<file path="src/rtl/elevator_pkg.sv">
// rtl/elevator_pkg.sv - shared door, state and direction encodings for the elevator scheduler
package elevator_pkg;
    localparam logic DOOR_OPEN   = 1'b0;
    localparam logic DOOR_CLOSED = 1'b1;

    typedef enum logic [1:0] {IDLE, CLOSE, MOVE, DWELL} state_t;
    typedef enum logic {UP = 1'b0, DN = 1'b1} dir_t;
endpackage

</file>
<file path="src/rtl/elevator_scan.sv">
// rtl/elevator_scan.sv - SCAN direction choice from pending calls, floor and current direction
module elevator_scan import elevator_pkg::*; #(
    parameter int FLOORS  = 4,
    parameter int FLOOR_W = 2
) (
    input  logic [FLOORS-1:0]  pending,
    input  logic [FLOOR_W-1:0] floor,
    input  dir_t               dir,
    output dir_t               next_dir,
    output logic               any_ahead,
    output logic               any_behind
);
    logic above;
    logic below;

    always_comb begin
        above = 1'b0;
        below = 1'b0;
        for (int i = 0; i < FLOORS; i++) begin
            if (FLOOR_W'(i) > floor) above = above | pending[i];
            if (FLOOR_W'(i) < floor) below = below | pending[i];
        end
        any_ahead  = (dir == UP) ? above : below;
        any_behind = (dir == UP) ? below : above;

        // End floors pin the direction so the car can never run off the shaft.
        next_dir = dir;
        if (floor == '0)
            next_dir = UP;
        else if (floor == FLOOR_W'(FLOORS - 1))
            next_dir = DN;
        else if (!any_ahead && any_behind)
            next_dir = (dir == UP) ? DN : UP;
    end
endmodule

</file>
<file path="src/rtl/elevator_sched.sv">
// rtl/elevator_sched.sv - elevator car scheduler: call latch, SCAN travel, door close/dwell sequencing
module elevator_sched import elevator_pkg::*; #(
    parameter int FLOORS        = 4,
    parameter int FLOOR_W       = 2,
    parameter int TRAVEL_CYCLES = 8,
    parameter int DWELL_CYCLES  = 4
) (
    input  logic               clk,
    input  logic               reset,
    input  logic [FLOORS-1:0]  call_btn,
    input  logic               alarm,
    output logic               door,
    output logic               motor_up,
    output logic               motor_down,
    output logic [FLOOR_W-1:0] floor,
    output logic [FLOORS-1:0]  pending,
    output logic               busy
);
    localparam int CNT_MAX = (TRAVEL_CYCLES > DWELL_CYCLES) ? TRAVEL_CYCLES : DWELL_CYCLES;
    localparam int CNT_W   = $clog2(CNT_MAX);
    localparam logic [CNT_W-1:0] TRAVEL_LOAD = CNT_W'(TRAVEL_CYCLES - 1);
    localparam logic [CNT_W-1:0] DWELL_LOAD  = CNT_W'(DWELL_CYCLES - 1);

    state_t             state;
    dir_t               dir;
    dir_t               next_dir;
    logic [CNT_W-1:0]   cnt;
    logic [FLOOR_W-1:0] next_floor;
    logic [FLOOR_W-1:0] scan_floor;
    logic [FLOORS-1:0]  floor_mask;
    logic [FLOORS-1:0]  next_mask;
    logic [FLOORS-1:0]  clear_mask;
    logic               any_ahead;
    logic               any_behind;
    logic               arrive;

    always_comb begin
        next_floor = floor;
        if (dir == UP && floor != FLOOR_W'(FLOORS - 1))
            next_floor = floor + 1'b1;
        else if (dir == DN && floor != '0)
            next_floor = floor - 1'b1;
    end

    // While travelling, the direction is re-evaluated from the floor about to be reached.
    assign scan_floor = (state == MOVE) ? next_floor : floor;
    assign floor_mask = FLOORS'(1) << floor;
    assign next_mask  = FLOORS'(1) << next_floor;
    assign arrive     = (state == MOVE) && !alarm && (cnt == '0);

    elevator_scan #(
        .FLOORS  (FLOORS),
        .FLOOR_W (FLOOR_W)
    ) u_scan (
        .pending    (pending),
        .floor      (scan_floor),
        .dir        (dir),
        .next_dir   (next_dir),
        .any_ahead  (any_ahead),
        .any_behind (any_behind)
    );

    always_comb begin
        clear_mask = '0;
        case (state)
            IDLE:    if (!alarm && pending[floor]) clear_mask = floor_mask;
            MOVE:    if (arrive && pending[next_floor]) clear_mask = next_mask;
            DWELL:   clear_mask = floor_mask;
            default: clear_mask = '0;
        endcase
    end

    // Motors follow the registered state but drop in the same cycle an alarm is raised.
    assign motor_up   = (state == MOVE) && (dir == UP) && !alarm;
    assign motor_down = (state == MOVE) && (dir == DN) && !alarm;
    assign busy       = (state != IDLE);

    always_ff @(posedge clk) begin
        if (reset) begin
            state   <= IDLE;
            dir     <= UP;
            floor   <= '0;
            pending <= '0;
            door    <= DOOR_OPEN;
            cnt     <= '0;
        end else begin
            pending <= (pending | call_btn) & ~clear_mask;
            case (state)
                IDLE: begin
                    if (!alarm) begin
                        if (pending[floor]) begin
                            state <= DWELL;
                            cnt   <= DWELL_LOAD;
                        end else if (|pending) begin
                            state <= CLOSE;
                            door  <= DOOR_CLOSED;
                        end
                    end
                end
                CLOSE: begin
                    if (!alarm && (any_ahead || any_behind)) begin
                        state <= MOVE;
                        dir   <= next_dir;
                        cnt   <= TRAVEL_LOAD;
                    end else begin
                        state <= IDLE;
                        door  <= DOOR_OPEN;
                    end
                end
                MOVE: begin
                    if (!alarm) begin
                        if (cnt != '0) begin
                            cnt <= cnt - 1'b1;
                        end else begin
                            floor <= next_floor;
                            if (pending[next_floor]) begin
                                state <= DWELL;
                                door  <= DOOR_OPEN;
                                cnt   <= DWELL_LOAD;
                            end else begin
                                dir <= next_dir;
                                cnt <= TRAVEL_LOAD;
                            end
                        end
                    end
                end
                DWELL: begin
                    if (alarm || call_btn[floor])
                        cnt <= DWELL_LOAD;
                    else if (cnt == '0)
                        state <= IDLE;
                    else
                        cnt <= cnt - 1'b1;
                end
                default: state <= IDLE;
            endcase
        end
    end
endmodule

</file>
<file path="config.mk">
export PLATFORM = sky130hd
export DESIGN_NAME = elevator_sched
export DESIGN_NICKNAME = d
export VERILOG_FILES = /design/src/rtl/elevator_pkg.sv /design/src/rtl/elevator_scan.sv /design/src/rtl/elevator_sched.sv
export SDC_FILE = /design/constraint.sdc
export NUM_CORES = 1
export LEC_CHECK = 0
export ABC_AREA = 0
export BUFFER_PORTS_ARGS = -buffer_cell sky130_fd_sc_hd__buf_4
export CAP_MARGIN = 40
export CORE_MARGIN = 8
export CORE_UTILIZATION = 55
export DETAILED_ROUTE_END_ITERATION = 16
export PLACE_DENSITY_LB_ADDON = 0.2
export SYNTH_ARGS = -nofsm -noshare
export SYNTH_HDL_FRONTEND = slang
export SYNTH_SLANG_ARGS = --single-unit
</file>
<file path="constraint.sdc">
create_clock -name clk -period 3.3 [get_ports clk]
set_input_delay 0.66 -clock clk [delete_from_list [all_inputs] [get_ports clk]]
set_output_delay 0.66 -clock clk [all_outputs]
set_load 0.03 [all_outputs]
</file>
* Word-level counts from Yosys, hierarchy flattened
Index checks and enable logic that the tools add are counted.
** Cells by class
- Add/subtract/negate cells :: 3
- Bitwise gates (word level) :: 12
- $lt $le $gt $ge :: 10
- Reduce and logical (&&, ||, !) cells :: 30
- Shift-type cells :: 2
- Multiplexer cells :: 58
- Equal/unequal tests :: 19
** Operators with widths (count)
- $mux W1 :: 28
- $mux W2 :: 12
- $mux W3 :: 8
- $ne A2 B2 Y1 const B :: 12
- $logic_and A1 B1 Y1 :: 12
- $pmux W3 S4 :: 1
- $pmux W4 S3 :: 1
- $reduce_and A5 Y1 :: 2
- $mux W4 :: 2
- $pmux W2 S4 :: 1
- $reduce_and A8 Y1 :: 1
- $shl A1 B2 Y4 const A :: 2
- $reduce_and A7 Y1 :: 1
- $bmux W1 S2 :: 3
- $eq A2 B2 Y1 const B :: 3
- $lt A2 B3 Y1 const B :: 2
- $ne A3 B3 Y1 const B :: 2
- $or A1 B1 Y1 :: 6
- $reduce_bool A2 Y1 :: 3
- $reduce_bool A3 Y1 :: 2
- $and A4 B4 Y4 :: 1
- $gt A1 B2 Y1 const A :: 2
- $gt A2 B2 Y1 const A :: 2
- $logic_not A2 Y1 :: 2
- 17 further kinds :: 23
** Storage, ports and cells
- Word-level logic and storage cells :: 140
- Input port bits :: 7
- Register bits :: 13
- Output and inout bits :: 10

* Depth between registers and ports, before layout
- Word-level depth :: 23
- Mapped depth :: 10
- Mapped depth without buffers :: 9

* Cells and area by module
A second synthesis with hierarchy kept.
** Second synthesis, totals
- Cell total of the unflattened synthesis :: 162
- Area total of the unflattened synthesis :: 1257.5 um^2
** By module, submodules not included
- elevator_sched :: instances 1, area each 1157.4 um^2, cells an instance 145, sequential area each 260.2 um^2
- elevator_scan :: instances 1, area each 100.1 um^2, cells an instance 17, sequential area each 0.0 um^2

* Worst setup path after synthesis
Ideal clock, no wire load.
- Path type :: reg2reg
- Start :: register floor[0]
- End :: register door
- Required time :: 3.177 ns
- Setup time :: 0.123 ns
- Slack :: 0.327 ns
- Path buffers :: 1
- Period minus slack after synthesis :: 2.973 ns
- Arrival time :: 2.849 ns
- Stages on the path, launching flop included :: 11
- Cells stage by stage :: dfxtp_1 buf_2 inv_2 ha_1 nor3b_1 or2_1 mux2i_2 o2111a_1 nor3_2 a221oi_2 mux2_1
** Between the ends
- Longest elaborated chain between the ends :: 18
- Elaborated cells on any way between the ends :: 43
- Classes of those cells :: 2 x add/sub; 8 x order compare; 4 x eq/ne; 17 x mux; 6 x bitwise; 6 x reduce/logical
** Ends and longest elaborated chain
- start: declaration :: RTL line elevator_sched.sv:15 : output logic [FLOOR_W-1:0] floor,
- start signal: assignment :: RTL line elevator_sched.sv:115 : floor <= next_floor;
- branches (longest 17 deep; another with $sub A2 B1 Y2)
- $reduce_and A8 Y1 (no line) (*)
- end signal: assignment :: RTL line elevator_sched.sv:96 : door <= DOOR_CLOSED;
- end signal: assignment :: RTL line elevator_sched.sv:107 : door <= DOOR_OPEN;
- end signal: assignment :: RTL line elevator_sched.sv:118 : door <= DOOR_OPEN;
- end: declaration :: RTL line elevator_sched.sv:12 : output logic door,
Every way passes the cells marked *. The select of a mux whose other input is x is not followed.
A chain may end at the register's enable or synchronous reset.

* Final worst setup path
- Start :: register floor[1]
- End :: register door
Same word-level chain as after synthesis.

==> flow_summary.ini <==
[drt]
drcViolationCount = 0
drt_iter0_drc = 71
wl_um = 3330
ant_nets = 0
routedWlPerCell_um = 17.2
viasPerCell = 6.48
vias = 1258
first_pass_iters = 4

[synth]
synth_cells = 153
synth-edff-count = 0
synth_ff_type = dfxtp_1
yosysUniqueCellTypes = 57
yosysTopAreaCell = dfxtp_1
async_flop_share_pct = 0
synth_fp_nets = 171
yosysMostFrequentCell = nor2_1
ys_seq_area_share_pct = 19.8
netlist.area_leader.share_pct = 19.8
syn_area_um2 = 1310
synthTopCellsByArea = dfxtp_1 (20%), ha_1 (10%), nor2_1 (4.3%), a21oi_1 (3.8%), inv_1 (3.4%)
avgSynthCellArea_um2 = 8.58
synth-seq-cells = 13
yosys_warnings = 0
yosys-top-cells-count = nor2_1 (15), dfxtp_1 (13), inv_1 (12), ha_1 (11), a21oi_1 (10)

[min_path]
min_path_type = reg -> reg

[die]
rows = 17
dieArea_um2 = 4210
start_util_pct = 58.8
die_w_um = 64.9
fp.dieH_um = 64.9
core-area_um2 = 2230
ios = 17

[setup_path]
r2r_slack_ns = 0.39
slowest_stage = dfxtp_1
path_buf_inv = 1
critPathLaunchType = flip-flop
max_stage_delay_ns = 0.56
path_delay_family = multiplexers
cp.arrival_ns = 3.10
critPathKind = reg -> reg
cp.required_ns = 3.48
crit_fanout = 8
end_kind = flip-flop
path_cells = inv_1, ha_1, nor3b_1, or2_1, mux2i_2, o2111a_1, nor3_2, a221oi_2, mux2_1

[clock_network]
clk_path_buf_depth = 2
tritoncts = done
clkSlewWorstSetupHoldPaths_ns = 0.09
cts_root_buf = clkbuf_4
cts_inserted_buffers = 3
cts_num_sinks = 13
cts_hold_buf = 0
clk_latency_ns = 0.29
postCtsSetupRepairBufs = 0
ctsResizeCount = 0
cts-htree-levels = 1

[finish]
final_nets = 185
n_antenna_cell = 0
drive_gt1_share_pct = 22.3
areaGrowthSynthToFinish_pct = 11.3
post-route-util_pct = 65.4
fin_area_um2 = 1460

[grt]
grt_pass1_vias = 1202
grt_use_total_pct = 15.9
grt_pass1_wl_um = 5520
overflow = 0
grt_max_degree = 12
grt_antenna_before_repair = 0

[place]
dpl-instance-area_um2 = 1440
hpwl_um = 2590
portBuffers = 16
gp_congestion = 1.02

[sta]
timing.fmax_mhz = 343
hold_ws_ns = 0.533
skew_ns = 0.00151
final_hold_viol_count = 0
rsz0062_at_grt = no
period_minus_slack_ns = 2.91
drv_slew = 0
setup_viol = 0
finalCritPeriodShare_pct = 88.3
tns_ns = 0
relSlewSlack_pct = 71.0
tightest_slew_ns = 0.433

[power_and_ir_drop]
power_density_nw_per_um2 = 802
leakage_nw = 0.584
ir_worst_vdd_uv = 612

[status]
status = finished clean

[flow_run]
drv_cap = 0
final timing paths:
path         startpoint     end  cells past startpoint
max            floor[1]    door                      9
min              cnt[1]  cnt[1]                      2
max reg2reg    floor[1]    door                      9
min reg2reg      cnt[1]  cnt[1]                      2
per-stage QoR:
stage,setup WS (ns),std cells,total power [W]
2_1_floorplan,0.327,153,0.000867
3_3_place_gp,0.531,190,0.00104
3_5_place_dp,0.419,190,0.00105
4_1_cts,0.401,194,0.00116
5_1_grt,0.236,194,0.00126
6_report,0.385,194,0.00117
registers in the layout (all words and copies together), names as in the netlist:
| signal | cells |
|---|---|
| door | 1 |
| dir | 1 |
| pending | 4 |
| state | 2 |
| floor | 2 |
| cnt | 3 |
worst reg2reg max path, cell delays in order, from the launching register on:
cell	delay, ns
dfxtp_1	0.56
inv_1	0.16
ha_1	0.29
nor3b_1	0.15
or2_1	0.27
mux2i_2	0.36
o2111a_1	0.33
nor3_2	0.08
a221oi_2	0.28
mux2_1	0.34
power by group:
group	internal (W)	switching [W]	total, W
clock	0.0000470	0.0000586	0.000106
sequential	0.000201	0.0000567	0.000258
combinational	0.000319	0.000489	0.000808
routing by layer:
| metal | track usage [%] | wire, µm | up-vias |
|---|---|---|---|
| met5 | 0 | 0 | - |
| li1 | - | - | 593 |
| met4 | 4.63 | 31 | 0 |
| met2 | 24.7 | 1510 | 58 |
| met3 | 3.78 | 227 | 4 |
| met1 | 21.3 | 1560 | 603 |
kinds of logic (layout without fill, tap and decap cells):
kind of cell               count (synthesis)  after routing  share of synthesized area (%)
buffers and inverters                     21             34                           6.77
and+or+nand+nor                           46             46                           18.3
AOI/OAI and AO/OA                         49             49                           30.9
adders and majority gates                 11             11                           10.5
muxes                                      9              9                           10.5
DFF                                       13             13                           19.8
xor gates and xnor gates                   4              4                           3.24
cell usage in the layout, fill, tap and decap left out, types with 2 or more instances in the layout:
cell type,Yosys,layout
buf_4,0,17
nor2_1,15,15
dfxtp_1,13,13
inv_1,12,12
ha_1,11,11
a21oi_1,10,10
nand2_1,9,9
a32oi_1,5,5
o21ai_0,5,5
mux2i_1,3,3
a21o_1,3,3
and2_1,3,3
nand3_1,3,3
xnor2_1,3,3
o221a_1,3,3
clkbuf_4,0,3
nand2b_1,2,2
nor2b_1,2,2
mux4_2,2,2
o221a_2,2,2
o22ai_1,2,2
a211oi_1,2,2
a311oi_1,2,2
final cells by class:
class,instances,area (µm²)
fillers,206,772
clock buffers,4,26.3
repair buffers,17,128
well taps,28,35.0
flip-flops and latches,13,260
multi-input cells,119,963
inverters,13,48.8
(Power assumes the default switching activity.)
